--- config.mk ---
export PLATFORM = sky130hd
export DESIGN_NAME = lza_pipe
export DESIGN_NICKNAME = d
export VERILOG_FILES = /design/src/rtl/lza_pkg.sv /design/src/rtl/lzc_tree.sv /design/src/rtl/lza_pipe.sv
export SDC_FILE = /design/constraint.sdc
export NUM_CORES = 1
export LEC_CHECK = 0
export BUFFER_PORTS_ARGS = -buffer_cell sky130_fd_sc_hd__buf_2
export CAP_MARGIN = 20
export CORE_MARGIN = 10
export CORE_UTILIZATION = 30
export CTS_CLUSTER_SIZE = 30
export DETAILED_ROUTE_END_ITERATION = 10
export PLACE_DENSITY_LB_ADDON = 0.1
export SYNTH_ARGS = -nofsm -noshare
export SYNTH_HDL_FRONTEND = slang
export SYNTH_SLANG_ARGS = --single-unit
export TNS_END_PERCENT = 30
--- constraint.sdc ---
create_clock -name clk -period 2.4 [get_ports clk]
set_input_delay 0.72 -clock clk [delete_from_list [all_inputs] [get_ports clk]]
set_output_delay 0.72 -clock clk [all_outputs]
set_load 0.1 [all_outputs]
--- src/rtl/lza_pkg.sv ---
// Shared constants and helpers for the leading-zero anticipator pipeline.
// WIDTH limits cover fp16 through fp64 mantissas with headroom.
package lza_pkg;

    localparam int LZA_WIDTH_MIN = 4;
    localparam int LZA_WIDTH_MAX = 128;

    function automatic int lza_cnt_w(input int width);
        return $clog2(width + 1);
    endfunction

endpackage

--- src/rtl/lzc_tree.sv ---
// Combinational leading-zero counter built as a binary halving tree.
// The vector is zero-padded on the LSB side up to a power of two.
module lzc_tree
    import lza_pkg::*;
#(
    parameter int WIDTH = 53,
    parameter int CNT_W = lza_cnt_w(WIDTH)
) (
    input  logic [WIDTH-1:0] vec_i,
    output logic [CNT_W-1:0] cnt_o,
    output logic             all_zero_o
);

    localparam int LG = $clog2(WIDTH);
    localparam int P  = 1 << LG;

    logic [P-1:0] vec_p;

    if (P > WIDTH) begin : g_pad
        assign vec_p = {vec_i, {(P-WIDTH){1'b0}}};
    end else begin : g_nopad
        assign vec_p = vec_i;
    end

    // Heap-numbered nodes: root 1, children 2n (MSB half) and 2n+1, leaves P..2P-1.
    logic [2*P-1:1]         v;
    logic [2*P-1:1][LG-1:0] c;

    for (genvar j = 0; j < P; j++) begin : g_leaf
        assign v[P+j] = vec_p[P-1-j];
        assign c[P+j] = '0;
    end

    for (genvar n = 1; n < P; n++) begin : g_node
        localparam int HALF = 1 << (LG - $clog2(n + 1));
        assign v[n] = v[2*n] | v[2*n+1];
        assign c[n] = v[2*n] ? c[2*n] : LG'(HALF) + c[2*n+1];
    end

    assign all_zero_o = ~v[1];
    assign cnt_o      = all_zero_o ? CNT_W'(WIDTH) : CNT_W'(c[1]);

endmodule

--- src/rtl/lza_pipe.sv ---
// Two-stage leading-zero anticipator with valid/ready flow control, tag sideband
// and synchronous flush: S1 registers the indicator vector, S2 its leading-zero count.
module lza_pipe
    import lza_pkg::*;
#(
    parameter int WIDTH = 53,
    parameter int CNT_W = lza_cnt_w(WIDTH),
    parameter int TAG_W = 4
) (
    input  logic             clk,
    input  logic             rst_n,
    input  logic             flush,
    input  logic             in_valid,
    output logic             in_ready,
    input  logic [WIDTH-1:0] in_a,
    input  logic [WIDTH-1:0] in_b,
    input  logic [TAG_W-1:0] in_tag,
    output logic             out_valid,
    input  logic             out_ready,
    output logic [CNT_W-1:0] zero_cnt,
    output logic             all_zero,
    output logic [TAG_W-1:0] out_tag
);

    logic [WIDTH-1:2] t;
    logic [WIDTH-2:0] g, z;
    logic [WIDTH-1:0] f;

    assign t = in_a[WIDTH-1:2] ^ in_b[WIDTH-1:2];
    assign g = in_a[WIDTH-2:0] & in_b[WIDTH-2:0];
    assign z = ~in_a[WIDTH-2:0] & ~in_b[WIDTH-2:0];

    for (genvar i = 0; i < WIDTH; i++) begin : g_ind
        if (i == WIDTH - 1) begin : g_msb
            assign f[i] = ~t[i] & t[i-1];
        end else if (i == 0) begin : g_lsb
            assign f[i] = 1'b0;
        end else begin : g_mid
            assign f[i] = ( t[i+1] & ((g[i] & ~z[i-1]) | (z[i] & ~g[i-1])))
                        | (~t[i+1] & ((z[i] & ~z[i-1]) | (g[i] & ~g[i-1])));
        end
    end

    logic             s1_valid_q, s1_valid_d;
    logic [WIDTH-1:0] s1_f_q, s1_f_d;
    logic [TAG_W-1:0] s1_tag_q, s1_tag_d;
    logic             out_valid_q, out_valid_d;
    logic [CNT_W-1:0] cnt_q, cnt_d;
    logic             az_q, az_d;
    logic [TAG_W-1:0] tag_q, tag_d;
    logic             s1_adv, s2_adv;
    logic [CNT_W-1:0] lzc_cnt;
    logic             lzc_az;

    lzc_tree #(.WIDTH(WIDTH), .CNT_W(CNT_W)) u_lzc (
        .vec_i      (s1_f_q),
        .cnt_o      (lzc_cnt),
        .all_zero_o (lzc_az)
    );

    // Data registers load only on a real transfer so idle X operands never enter.
    always_comb begin
        s2_adv      = ~out_valid_q | out_ready;
        s1_adv      = ~s1_valid_q | s2_adv;
        s1_valid_d  = flush ? 1'b0 : (s1_adv ? in_valid : s1_valid_q);
        s1_f_d      = (s1_adv & in_valid) ? f : s1_f_q;
        s1_tag_d    = (s1_adv & in_valid) ? in_tag : s1_tag_q;
        out_valid_d = flush ? 1'b0 : (s2_adv ? s1_valid_q : out_valid_q);
        cnt_d       = (s2_adv & s1_valid_q) ? lzc_cnt : cnt_q;
        az_d        = (s2_adv & s1_valid_q) ? lzc_az : az_q;
        tag_d       = (s2_adv & s1_valid_q) ? s1_tag_q : tag_q;
    end

    always_ff @(posedge clk or negedge rst_n) begin
        if (!rst_n) begin
            s1_valid_q  <= 1'b0;
            s1_f_q      <= '0;
            s1_tag_q    <= '0;
            out_valid_q <= 1'b0;
            cnt_q       <= '0;
            az_q        <= 1'b0;
            tag_q       <= '0;
        end else begin
            s1_valid_q  <= s1_valid_d;
            s1_f_q      <= s1_f_d;
            s1_tag_q    <= s1_tag_d;
            out_valid_q <= out_valid_d;
            cnt_q       <= cnt_d;
            az_q        <= az_d;
            tag_q       <= tag_d;
        end
    end

    assign in_ready  = s1_adv;
    assign out_valid = out_valid_q;
    assign zero_cnt  = cnt_q;
    assign all_zero  = az_q;
    assign out_tag   = tag_q;

endmodule

After elaboration in Yosys (flattened, before gate mapping)
Cells that the tools add are included.
{"block": "totals", "regBits": 69, "latchBits": 0, "mem_bits_rw": 0, "romBits": 0, "input_bits": 115, "n_memories": 0}
{"block": "op_classes", "n_addsub": 25, "multipliers": 0, "n_div": 0, "magnitude_cmp": 0, "n_eq_ne": 0, "n_shift": 0, "mux": 57, "bitwise": 676, "reduce_logical": 2}
{"cell": "$and 1x1->1", "n": 309}
{"cell": "$or 1x1->1", "n": 206}
{"cell": "$mux 6", "n": 27}
{"cell": "$not 1->1", "n": 156}
{"cell": "$and 52x52->52", "n": 2}
{"cell": "$not 52->52", "n": 2}
{"cell": "$xor 51x51->51", "n": 1}
{"cell": "$add 2x1->3 const A", "n": 12}
{"cell": "$add 3x6->6 const A", "n": 6}
{"cell": "$mux 1", "n": 30}
{"cell": "$add 4x6->6 const A", "n": 3}
{"cell": "$add 5x6->6 const A", "n": 2}
{"cell": "$add 2x6->6 const A", "n": 1}
{"cell": "$add 6x6->6 const A", "n": 1}
{"cell": "$reduce_bool 2->1", "n": 2}

Logic depth before layout (Yosys ltp)
{"block": "depth", "ltp_word": 11, "mapped_depth": 7, "mapped_depth_nobuf": 7}

Modules after synthesis
From an unflattened synthesis, not the netlist that was laid out.
{"block": "unflattened", "hier_cells": 678, "hier_area_um2": 6281.0}
{"mod": "lza_pipe", "instances": 1, "cells_per_inst": 574, "area_per_inst_um2": 5656.7}
{"mod": "lzc_tree", "instances": 1, "cells_per_inst": 104, "area_per_inst_um2": 624.3}

Worst setup path before layout
Ideal clock, no wire load.
{"block": "synth_timing", "path_type": "register -> register", "start": "register out_valid_q (netlist: out_valid)", "end": "register s1_f_q[11]", "arrival_time_ps": 2987, "required_time_ps": 2267, "setup_slack_ps": -720, "stages_incl_launch_ff": 7, "n_path_buf": 2, "synth_period_minus_slack_ps": 3120, "path_cell_list": "dfrtp_1 nor2b_1 nand2_1 nand2_1 clkbuf_1 buf_1 a21oi_1"}
{"block": "synth_between", "elab_chain_len": 4}
{"element": "from (decl)", "line": "lza_pipe.sv:47", "source": "logic out_valid_q, out_valid_d;"}
{"element": "from (signal assigned)", "line": "lza_pipe.sv:87", "source": "out_valid_q <= out_valid_d;"}
{"element": "$not 1->1", "line": "lza_pipe.sv:63", "source": "s2_adv = ~out_valid_q | out_ready;"}
{"element": "$or 1x1->1", "line": "lza_pipe.sv:63"}
{"element": "$or 1x1->1", "line": "lza_pipe.sv:64", "source": "s1_adv = ~s1_valid_q | s2_adv;"}
{"element": "via in_ready", "line": "lza_pipe.sv:14", "source": "output logic in_ready,"}
{"element": "$and 1x1->1", "line": "lza_pipe.sv:66", "source": "s1_f_d = (s1_adv & in_valid) ? f : s1_f_q;"}
{"element": "to (signal assigned)", "line": "lza_pipe.sv:77", "source": "s1_f_q <= '0;"}
{"element": "to (signal assigned)", "line": "lza_pipe.sv:85", "source": "s1_f_q <= s1_f_d;"}
{"element": "to (decl)", "line": "lza_pipe.sv:45", "source": "logic [WIDTH-1:0] s1_f_q, s1_f_d;"}
The timed path passes the listed nets, and every way through them passes these cells.
A chain may end at the register's enable or synchronous reset.

Worst setup path in the final report
{"block": "layout_timing", "start": "input out_ready", "end": "output in_ready"}
{"block": "layout_between", "elab_chain_len": 2}
{"element": "from (decl)", "line": "lza_pipe.sv:19", "source": "input logic out_ready,"}
{"element": "$or 1x1->1", "line": "lza_pipe.sv:63"}
{"element": "$or 1x1->1", "line": "lza_pipe.sv:64"}
{"element": "to (decl)", "line": "lza_pipe.sv:14"}
Every way passes these cells.

==> flow_metrics.env <==
export IMPL_status="complete, no violations"
export IMPL_postCtsHoldBufs=0
export IMPL_core_area_um2=20170
export IMPL_cts_max_level=3
export IMPL_hpwl_um=12040
export IMPL_ys_seq_elements=69
export IMPL_clock_sinks=69
export IMPL_fin_crit_sh=0.9435
export IMPL_hold_viol=0
export IMPL_initial_utilization=0.3048
export IMPL_fp_dieW_um=163.2
export IMPL_crit_chain="buf_2 > nor2b_1 > nand2_4 > buf_2"
export IMPL_clock_root_buffer="clkbuf_16"
export IMPL_irDropWorstVdd_v=0.0003704
export IMPL_cp_required_ps=1680
export IMPL_synth_nets=892
export IMPL_netlist_instances=677
export IMPL_max_slew_margin=0.6278
export IMPL_synthTopCellsByArea="dfrtp_1 (28%), ha_1 (20%), mux2i_1 (16%)"
export IMPL_ys_types=40
export IMPL_p_total_mw=4.332
export IMPL_grt_pass1_vias=5244
export IMPL_avgSynthCellArea_um2=9.082
export IMPL_start_kind="input port"
export IMPL_io_pins=128
export IMPL_grt_max_degree=36
export IMPL_synth_area_leader_cell="dfrtp_1"
export IMPL_postCtsSetupRepairBufs=0
export IMPL_final_common_cell="buf_2"
export IMPL_critPathSlowestCell="nor2b_1"
export IMPL_final_setup_viol_count=0
export IMPL_globalRouteOverflowTotal=0
export IMPL_crit_top_cell="buf_2"
export IMPL_wl_per_cell_um=13.00
export IMPL_maxCapViolCount=0
export IMPL_grt_first_pass_wirelength_um=24070
export IMPL_fin_skew_ps=5.900
export IMPL_dieArea_um2=26620
export IMPL_netlist_area_um2=6148
export IMPL_placedInstanceArea_um2=7188
export IMPL_final_max_slew_viol_count=0
export IMPL_areaGrowthSynthToFinish_pct=22.59
export IMPL_grt_setup_unrepaired="false"
export IMPL_nets=1025
export IMPL_timing_fmax_ghz=0.4416
export IMPL_vias=5085
export IMPL_antenna_found_initial=0
export IMPL_portBuffers=127
export IMPL_routabilityCongestion=0.7733
export IMPL_cts_tree="yes"
export IMPL_final_cell_area_um2=7537
export IMPL_worstPathMaxFanout=5
export IMPL_finalSetupTns_ps=0
export IMPL_clkLatencyLatePin_ps=330
export IMPL_drtIter0Drc=152
export IMPL_crit_type="in2out"
export IMPL_endpoint_kind="primary output"
export IMPL_p_leak_nw=4.021
export IMPL_num_antenna_cells=0
export IMPL_synth_top_area_frac=0.2808
export IMPL_post_route_drc_count=0
export IMPL_arrival_ps=1540
export IMPL_row_count=52
export IMPL_cts_buffers=9
export IMPL_drive_above_1_share=0.2037
export IMPL_routed_wl_um=14110
export IMPL_viasPerCell=4.687
export IMPL_worstMarginPinSlew_ps=553.3
export IMPL_drtAntennaViolNets=0
export IMPL_ys_seq_area_frac=0.2808
export IMPL_ys_warn_count=0
export IMPL_die_h_um=163.2
export IMPL_period_needed_ps=2264
export IMPL_slowest_delay_ps=330
export IMPL_clockBufferDepth=2
export IMPL_drt_first_pass_iters=4
export IMPL_grtUsageTotal=0.1074
export IMPL_hold_slack_ps=329.6
export IMPL_path_clk_slew_ps=60
export IMPL_p_per_area_nw_per_um2=574.7
export IMPL_worstHoldPathType="in2async"
export IMPL_final_cell_mix="buf_2 (126), inv_1 (107), ha_1 (100), mux2i_1 (99), dfrtp_1 (68)"
export IMPL_postCtsResizedCells=0
[power by group]
part	total, mW	switching (mW)	internal [mW]	leakage [nW]
clock	1.53	0.494	1.04	0.165
sequential	1.48	0.157	1.32	0.864
combinational	1.32	0.777	0.543	2.99
total	4.33	1.43	2.90	4.02
[synth_stat cells, drive strengths merged]
master  count
o31ai       6
nor3        8
inv       107
o22a       22
o22ai       3
nor4       15
ha        100
nand2b      3
nand2      69
clkbuf     11
or3         1
xor2        1
o21a        2
mux2i      99
nor2       25
nor2b       6
a21boi      1
mux2        4
buf         3
a211oi      3
a221oi      5
xnor2       1
a21oi      20
nand4       1
a22oi      21
o32a        2
a31oi       3
a21o        2
or4         4
o31a        2
o32ai       1
nor4b       1
o21ai      54
dfrtp      69
nand3       1
a311oi      1
[critical path: cells and delay by family]
kind          cells  cell delay, ps
buf+inv           2             400
simple gates      2             430
[through the flow]
step	worst slack, ps	cells	utilization
after detailed placement	123.7	1069	0.3564
after CTS	122.1	1085	0.3737
after floorplan	35.13	677	-
final	135.5	1085	0.3737
after global routing	25.66	1085	0.3737
after global placement	157.6	1069	0.3564
[cell families after synthesis]
group,synth area share
flip-flops,0.2808
XOR/XNOR,0.002850
AO/OA/AOI/OAI,0.1587
AND/OR/NAND/NOR,0.1105
buffers and inverters,0.07509
adder cells (fa/ha/maj),0.2035
multiplexers,0.1685
[cell type report]
cell class,count,area [um^2]
Fill cell,2147,12630
Inverter,107,401.6
Sequential cell,69,1730
Multi-Input combinational cell,487,3975
Timing Repair Buffer,136,743.2
Tap cell,270,337.8
Clock inverter,6,110.1
Clock buffer,10,239.0
[layer usage]
metal	track usage	vias up	share of wire
li1	-	2630	-
met1	0.1283	2371	0.44
met2	0.1901	75	0.51
met3	0.02341	9	0.038
met4	0.02705	0	0.0088
met5	0	-	0
[final timing paths]
path	cells after the start	end	slack, ps	from
min reg2reg	2	out_tag[0]$_DFFE_PN0P_	470	s1_tag_q[0]$_DFFE_PN0P_
max reg2reg	5	zero_cnt[0]$_DFFE_PN0P_	200	s1_f_q[31]$_DFFE_PN0P_
min in group clk	2	out_tag[0]$_DFFE_PN0P_	470	s1_tag_q[0]$_DFFE_PN0P_
max	4	in_ready	140	out_ready
min	1	s1_f_q[38]$_DFFE_PN0P_	330	rst_n
max in group asynchronous	2	s1_f_q[35]$_DFFE_PN0P_	1490	rst_n
[sequential cells by signal, summed over array words and instances, names as in the netlist]
signal	count
s1_f_q	52
out_valid	1
out_tag	4
s1_valid_q	1
s1_tag_q	4
zero_cnt	6
all_zero	1
Power figures use the tool's default switching activity.
